[config.mk]
export PLATFORM = sky130hd
export DESIGN_NAME = data_mem_v2
export DESIGN_NICKNAME = d
export VERILOG_FILES = /design/src/rtl/data_mem_v2.sv
export SDC_FILE = /design/constraint.sdc
export NUM_CORES = 2
export LEC_CHECK = 0
export BUFFER_PORTS_ARGS = -buffer_cell sky130_fd_sc_hd__buf_2
export CELL_PAD_IN_SITES_DETAIL_PLACEMENT = 2
export CELL_PAD_IN_SITES_GLOBAL_PLACEMENT = 2
export CORE_MARGIN = 2
export CORE_UTILIZATION = 30
export CTS_CLUSTER_SIZE = 14
export DETAILED_ROUTE_END_ITERATION = 16
export PLACE_DENSITY = 0.56
export SLEW_MARGIN = 40
export SYNTH_ARGS = -nofsm -noshare
export SYNTH_HDL_FRONTEND = slang
export SYNTH_SLANG_ARGS = --single-unit
[constraint.sdc]
create_clock -name clk -period 3.3 [get_ports clk]
set_clock_uncertainty 0.05 [all_clocks]
set_input_delay 0 -clock clk [delete_from_list [all_inputs] [get_ports clk]]
set_output_delay 0 -clock clk [all_outputs]
set_load 0.05 [all_outputs]
[src/rtl/data_mem_v2.sv]
// Byte-addressable big-endian data memory with byte/half/word access, a
// READ_LAT-deep response pipeline and a zero-fill sweep after reset.
module data_mem_v2 #(
  parameter int ADDR_W   = 8,
  parameter int READ_LAT = 1
) (
  input  logic        clk,
  input  logic        rst,
  input  logic        req_valid,
  output logic        req_ready,
  input  logic        req_we,
  input  logic [1:0]  req_size,
  input  logic        req_signed,
  input  logic [31:0] req_addr,
  input  logic [31:0] req_wdata,
  output logic        rsp_valid,
  output logic [31:0] rsp_rdata,
  output logic        rsp_err
);
  localparam int DEPTH = 1 << ADDR_W;
  localparam int CW    = ADDR_W - 2;
  localparam int L     = READ_LAT - 1;

  // Handshake: a request is accepted on a rising edge where req_valid && req_ready;
  // nothing is held or queued when req_ready is low, and responses cannot be stalled.

  typedef enum logic {CLEAR = 1'b0, RUN = 1'b1} state_t;

  state_t          state, state_nxt;
  logic [CW-1:0]   cnt, cnt_nxt;
  logic            clr_we;
  logic [7:0]      mem [DEPTH];

  logic            acc, err;
  logic [ADDR_W-1:0] a0, a1, a2, a3;
  logic [31:0]     ld_data;

  logic            p_v  [READ_LAT];
  logic            p_e  [READ_LAT];
  logic [1:0]      p_sz [READ_LAT];
  logic            p_sg [READ_LAT];
  logic [31:0]     p_d  [READ_LAT];

  always_ff @(posedge clk or posedge rst) begin
    if (rst) begin
      state <= CLEAR;
      cnt   <= '0;
    end else begin
      state <= state_nxt;
      cnt   <= cnt_nxt;
    end
  end

  always_comb begin
    state_nxt = state;
    cnt_nxt   = cnt;
    case (state)
      CLEAR: begin
        if (cnt == {CW{1'b1}}) begin
          state_nxt = RUN;
          cnt_nxt   = '0;
        end else begin
          cnt_nxt = cnt + CW'(1);
        end
      end
      RUN:     state_nxt = RUN;
      default: state_nxt = CLEAR;
    endcase
  end

  always_comb begin
    req_ready = (state == RUN);
    clr_we    = (state == CLEAR);
  end

  assign acc = req_valid && req_ready;
  assign a0  = req_addr[ADDR_W-1:0];
  // OR-ing the low bits keeps every byte index inside the aligned group, so no wrap.
  assign a1  = a0 | ADDR_W'(1);
  assign a2  = a0 | ADDR_W'(2);
  assign a3  = a0 | ADDR_W'(3);

  always_comb begin
    err = 1'b0;
    if (req_size == 2'b11)                     err = 1'b1;
    if (req_size == 2'b01 && a0[0])            err = 1'b1;
    if (req_size == 2'b10 && (|a0[1:0]))       err = 1'b1;
    if (|(req_addr >> ADDR_W))                 err = 1'b1;
  end

  always_comb begin
    ld_data = '0;
    if (!req_we && !err) begin
      case (req_size)
        2'b00:   ld_data = {24'b0, mem[a0]};
        2'b01:   ld_data = {16'b0, mem[a0], mem[a1]};
        2'b10:   ld_data = {mem[a0], mem[a1], mem[a2], mem[a3]};
        default: ld_data = '0;
      endcase
    end
  end

  always_ff @(posedge clk) begin
    if (clr_we) begin
      mem[{cnt, 2'b00}] <= '0;
      mem[{cnt, 2'b01}] <= '0;
      mem[{cnt, 2'b10}] <= '0;
      mem[{cnt, 2'b11}] <= '0;
    end else if (acc && req_we && !err) begin
      case (req_size)
        2'b00: mem[a0] <= req_wdata[7:0];
        2'b01: begin
          mem[a0] <= req_wdata[15:8];
          mem[a1] <= req_wdata[7:0];
        end
        2'b10: begin
          mem[a0] <= req_wdata[31:24];
          mem[a1] <= req_wdata[23:16];
          mem[a2] <= req_wdata[15:8];
          mem[a3] <= req_wdata[7:0];
        end
        default: ;
      endcase
    end
  end

  always_ff @(posedge clk or posedge rst) begin
    if (rst) begin
      for (int i = 0; i < READ_LAT; i++) begin
        p_v[i]  <= 1'b0;
        p_e[i]  <= 1'b0;
        p_sz[i] <= 2'b00;
        p_sg[i] <= 1'b0;
        p_d[i]  <= '0;
      end
    end else begin
      p_v[0]  <= acc;
      p_e[0]  <= acc && err;
      p_sz[0] <= req_size;
      p_sg[0] <= req_signed;
      p_d[0]  <= acc ? ld_data : '0;
      for (int i = 1; i < READ_LAT; i++) begin
        p_v[i]  <= p_v[i-1];
        p_e[i]  <= p_e[i-1];
        p_sz[i] <= p_sz[i-1];
        p_sg[i] <= p_sg[i-1];
        p_d[i]  <= p_d[i-1];
      end
    end
  end

  // Extension happens here so the pipeline carries raw right-aligned bytes.
  always_comb begin
    rsp_valid = p_v[L];
    rsp_err   = p_v[L] && p_e[L];
    rsp_rdata = '0;
    if (p_v[L] && !p_e[L]) begin
      case (p_sz[L])
        2'b00:   rsp_rdata = {{24{p_sg[L] & p_d[L][7]}}, p_d[L][7:0]};
        2'b01:   rsp_rdata = {{16{p_sg[L] & p_d[L][15]}}, p_d[L][15:0]};
        2'b10:   rsp_rdata = p_d[L];
        default: rsp_rdata = '0;
      endcase
    end
  end

endmodule

## Yosys cells after proc, flatten, opt, wreduce, memory -nomap -nowiden

Memories as Yosys holds them, arrays and structs flattened.
Cells that the tools add are included.

| operators by class | value |
|---|---|
| $add $sub $neg | 1 |
| $mul | 0 |
| bitwise operators | 6 |
| shift-type cells | 0 |
| magnitude comparators | 0 |
| reduce and logical (&&, ||, !) cells | 20 |
| divide/modulo/power cells | 0 |
| equality and inequality tests | 6 |
| multiplexer cells | 40 |

Operators by type and width:

| operator | count |
|---|---|
| 32-bit case mux with 3 select lines | 2 |
| 32-bit 2-to-1 mux | 3 |
| 8-bit 2-to-1 mux | 11 |
| 8-bit OR reduction | 4 |
| 24-bit OR reduction | 1 |
| 1-bit 2-to-1 mux | 22 |
| 1-bit logical AND | 9 |
| 6-bit by 1-bit adder with 6-bit output (second input constant) | 1 |
| 2-bit equality test (second input constant) | 3 |
| 6-bit equality test (second input constant) | 1 |
| 6-bit 2-to-1 mux | 1 |
| 2-bit by 1-bit equality test with 1-bit output (second input constant) | 2 |
| 2-bit logical NOT | 2 |
| 1-bit logical NOT | 3 |
| 1-bit OR | 3 |
| 1-bit AND | 2 |
| 1-bit case mux with 2 select lines | 1 |
| 2-bit OR reduction | 1 |
| 1-bit NOT | 1 |

| storage, ports and cells | value |
|---|---|
| logic and storage cells | 81 |
| latch bits | 0 |
| memory bits (read-only) | 0 |
| register bits | 44 |
| output and inout bits | 35 |
| bits of input ports | 71 |
| memories kept | 1 |
| RAM bits | 2048 |

Memories:

| name | words | bits a word | read ports | clocked after Yosys merged registers in | write ports | line | source |
|---|---|---|---|---|---|---|---|
| mem | 256 | 8 | 4 | 0 | 4 | 32 | `logic [7:0] mem [DEPTH];` |

## Depth between registers and ports, before layout

| logic depth | value |
|---|---|
| word-level depth | 14 |
| gate-level depth with buffers | 16 |
| depth with buffers taken out | 8 |

## Least setup slack after synthesis

OpenSTA, ideal clock, no wires.

| path | value |
|---|---|
| path type | register to register |
| start | reg state (netlist: req_ready) |
| end | mem mem[187][0] (enable) |
| stages on the path, launching flop included | 10 |
| data arrival time | 3.347 ns |
| clock period less this slack | 3.781 ns |
| buffers on the path | 3 |
| library setup time | 0.384 ns |
| required time | 2.866 ns |
| path slack | -0.481 ns |
| cell sequence | dfrtp_1 clkbuf_1 nand2_1 nor4_4 nand3_1 buf_2 nor2_1 nor3_1 clkbuf_1 o21ai_0 |

RTL lines:

| what | line | source |
|---|---|---|
| start: declaration | 29 | `state_t state, state_nxt;` |
| start signal: assignment | 49 | `state <= state_nxt;` |
| end: declaration | 32 |  |

==> key figures <==
Timing
  • Worst slew pin tran: roughly 990 ps
  • Final setup fails: between 150 and 200
  • RSZ-0062 raised after global routing: yes
  • Clock period minus final worst setup slack: 3420 ps
  • Hold Fails Final Rpt: 0
  • Period utilisation layout: 104%
  • Max Slew Vio Count: 0
  • Fmax: 0.293 GHz
  • Relative slew slack: 31.8%
  • Final WS setup: -118 ps

Worst setup path
  • Critical path arrival: approximately 4000 ps
  • CP Launch Type: register
  • CP max stage cell: mux2_4
  • Crit-path cells: nand2_2 -> nor4_4 -> buf_12 -> nand4_4 -> buf_12 -> buf_4 -> mux2_4 -> mux2_4 -> a22oi_2 -> buf_4 -> buf_12 -> nor2_1
  • Reg2reg end: mem[61][2]
  • CP most frequent cell: buf_12
  • FF-to-FF path depth: 12
  • CP peak stage delay: 380 ps
  • Reg2reg start: req_ready
  • CP Data Required Time: about 4000 ps
  • CP Class: reg2reg
  • Bufs and invs on worst path: 5
  • Delay-heaviest family, CP: buffers and inverters
  • Reg2reg setup slack: -120 ps
  • Crit-path max FO: 8
  • Worst Setup End Kind: register

Synthesis
  • Cell taking the most area after synthesis: edfxtp_1
  • Post-synth top flop: edfxtp_1
  • Mapped cell area: approximately 110000 um^2
  • FF+latch count, synth: between 2k and 2.5k
  • Unique masters post-synth: 79
  • Ys async rst share: around 2.1%
  • Cells after Synth: about 9.6k
  • Synth Net Count: around 9.7k
  • Top cells by area, synth: edfxtp_1 54%, mux4_2 9.2%, mux2i_1 4.5%
  • Sequential cell area fraction in the yosys report: roughly 55%
  • Post-synth EDFFs: 2048
  • Most common cell in the netlist: edfxtp_1
  • Post-synth top cells: 2048 x edfxtp_1, 1180 x nor2_1, 784 x nand2_1
  • Yosys top cell area share: 53.9%
  • Syn avg cell area: between 10 and 15 um^2
  • Yosys warns: 0

Run status
  • Status: finished, violations left
  • Failing checks: setup timing

Clocking
  • Clock sinks: between 2k and 2.5k
  • Root Buffer: clkbuf_16
  • Worst-skew pair later-pin latency: around 1000 ps
  • Clk slew on worst S/H paths: 60 ps
  • CTS tree: done
  • Num CTS Buffers: between 200 and 300
  • Clock Path Buffers: 4
  • CTS H-tree lvls: 5

Pwr
  • PwrDens: approximately 440 nW/um^2
  • Internal power: 47.7 mW
  • Clock share of power: between 40% and 50%
  • Psw: about 18 mW
  • Switching Share: between 20% and 30%
  • Maximum VDD drop: around 0.4 mV
  • Reg power frac: roughly 44%
  • Comb pwr share: between 10% and 20%
  • Leak pwr: 48.2 nW

Global route
  • Vias in the first global route: 110k
  • Antenna violations before repair: 108
  • Largest net degree at the start of global routing: around 90
  • Grt ovf: 0
  • GRT Overall Usage: approximately two fifths
  • Global-route wire length before repair: about 1100000 um

Min path
  • Hold Crit Class: in2reg
  • End point of the worst hold path: mem[100][0]
  • Hold Crit Depth: 5
  • Hold path start: req_wdata[24]

Layout
  • Area grow syn2layout: 32.3%
  • Non-filler cells, final: between 15k and 20k
  • Layout cells sized above 1: between 30% and 40%
  • Nets: 11.5k

Routing
  • Routed Antenna Nets: 0
  • Wirelength per Cell: just under 50 um
  • DRC Markers: 0
  • WL final: 820000 um
  • Via Count: between 100k and 150k
  • Vias/cell: between 6 and 7
  • Initial drt markers: around 16k
  • First-pass iteration count of the detailed router: 7

Floorplanning
  • Io pins: around 110
  • Initial core utilization: approximately 30%
  • CORE AREA: ~380000 um^2
  • Rows: approximately 230
  • Die Y: about 620 um
  • Die area: 385000 um^2
  • Chip width: just over 600 um

Placement
  • RD Place Congestion: 1.07
  • Placed cell count: between 15k and 20k
  • Place WS: -1400 ps
  • HPWL after detailed placement: ~620000 um
  • I/O Buffers: between 100 and 150

Flow run
  • Max Cap Viol: 0
[layout make-up]
| cell class | count | area (um^2) |
|---|---|---|
| antenna | 35 | 87.6 |
| clock buffer | 343 | 7180 |
| clock inverter | 137 | 1220 |
| fill | 38300 | 228000 |
| inverter | 19 | 100 |
| multi-input combinational | 6363 | 48100 |
| sequential | 2092 | 62600 |
| tap | 5016 | 6280 |
| timing repair buffer | 2641 | 25300 |
[per-stage QoR]
| step | TNS (ps) | hold WS, ps | utilization, % | power (mW) | area (um^2) |
|---|---|---|---|---|---|
| after detailed placement | -822250 | 63.6 | 37.3 | 36.2 | 141000 |
| after global routing | -3710 | 17.8 | 39.8 | 66.6 | 151000 |
| final | -4440 | 62.1 | 39.9 | 65.7 | 151000 |
| after floorplan | -55640 | -18.6 | - | 31.7 | 114000 |
| after CTS | 0 | 12.7 | 39.7 | 65.5 | 150000 |
| after global placement | -838110 | 63.1 | 37.3 | 36.1 | 141000 |
[worst register-to-register path, delay by kind of cell (launching register included)]
kind	cells	cell delay [ps]
buffers and inverters	5	990
and+or+nand+nor	4	770
DFF	1	360
AOI/OAI and AO/OA	1	280
muxes	2	690
[timing repair]
item	in CTS	in global routing
endpoints found under the setup margin	796	130
hold buffers	48	0
resized for setup	38	46
cloned	1	5
setup buffers	10	15
pin swaps	6	10
endpoints found under the hold margin	854	0
[sequential cells by signal, summed over array words and instances, names as in the netlist]
register,count
mem,2048
p_d,32
cnt,6
p_sz,2
p_e,1
p_sg,1
req_ready,1
rsp_valid,1
[routing by layer]
metal / GRT usage [%] / share of wire [%]
met2: 63.7 / 44
met4: 37.1 / 11
met3: 7.84 / 8.8
met5: 0 / 0.021
met1: 50.3 / 36
[how the worst max path moves through the flow]
| stage | startpoint | to | slack, ps | depth (start not counted) |
|---|---|---|---|---|
| CTS | mem[168][3] | p_d[3] | 4 | 13 |
| global placement | req_addr[2] | p_d[3] | -1690 | 17 |
| global route | req_ready | mem[77][2] | -120 | 12 |
| detailed placement | req_addr[2] | p_d[1] | -1400 | 16 |
| floorplan | req_ready | mem[210][0] | -100 | 11 |
| finish | req_ready | mem[61][2] | -120 | 12 |
[power groups by stage]
stage / clock network, mW / registers (mW) / logic [mW]
final: 29.6 / 28.7 / 7.40
after detailed placement: 0 / 29.3 / 6.91
after CTS: 29.8 / 28.7 / 7.01
after global placement: 0 / 29.3 / 6.86
after floorplan: 0 / 29.3 / 2.46
after global routing: 30.6 / 28.7 / 7.27
[cells by family after synthesis]
| kind of cell | count (synthesis) | share of synthesized area, % |
|---|---|---|
| xor+xnor | 2 | 0.0154 |
| compound gates | 2448 | 15.4 |
| buf+inv | 1150 | 4.14 |
| flops | 2092 | 54.9 |
| simple gates | 2824 | 10.7 |
| mux | 1088 | 14.8 |
| fa+ha+maj | 1 | 0.0110 |
[cell usage in the layout, fill, tap and decap left out, drive strengths merged, types with 36 or more instances in the layout]
cell / count
buf: 2588
edfxtp: 2048
nor2: 1180
nand2: 784
a22o: 526
mux2i: 510
nor3: 483
mux4: 465
clkbuf: 348
o22ai: 325
o21ai: 320
a31oi: 312
o221ai: 236
a21oi: 205
mux2: 113
a22oi: 108
clkinv: 105
nand3: 103
o211ai: 76
a221oi: 63
a211oi: 61
dlygate4sd3: 48
dfrtp: 44
nand2b: 43
and2: 36
No activity file was read; power rests on OpenSTA's default activity.
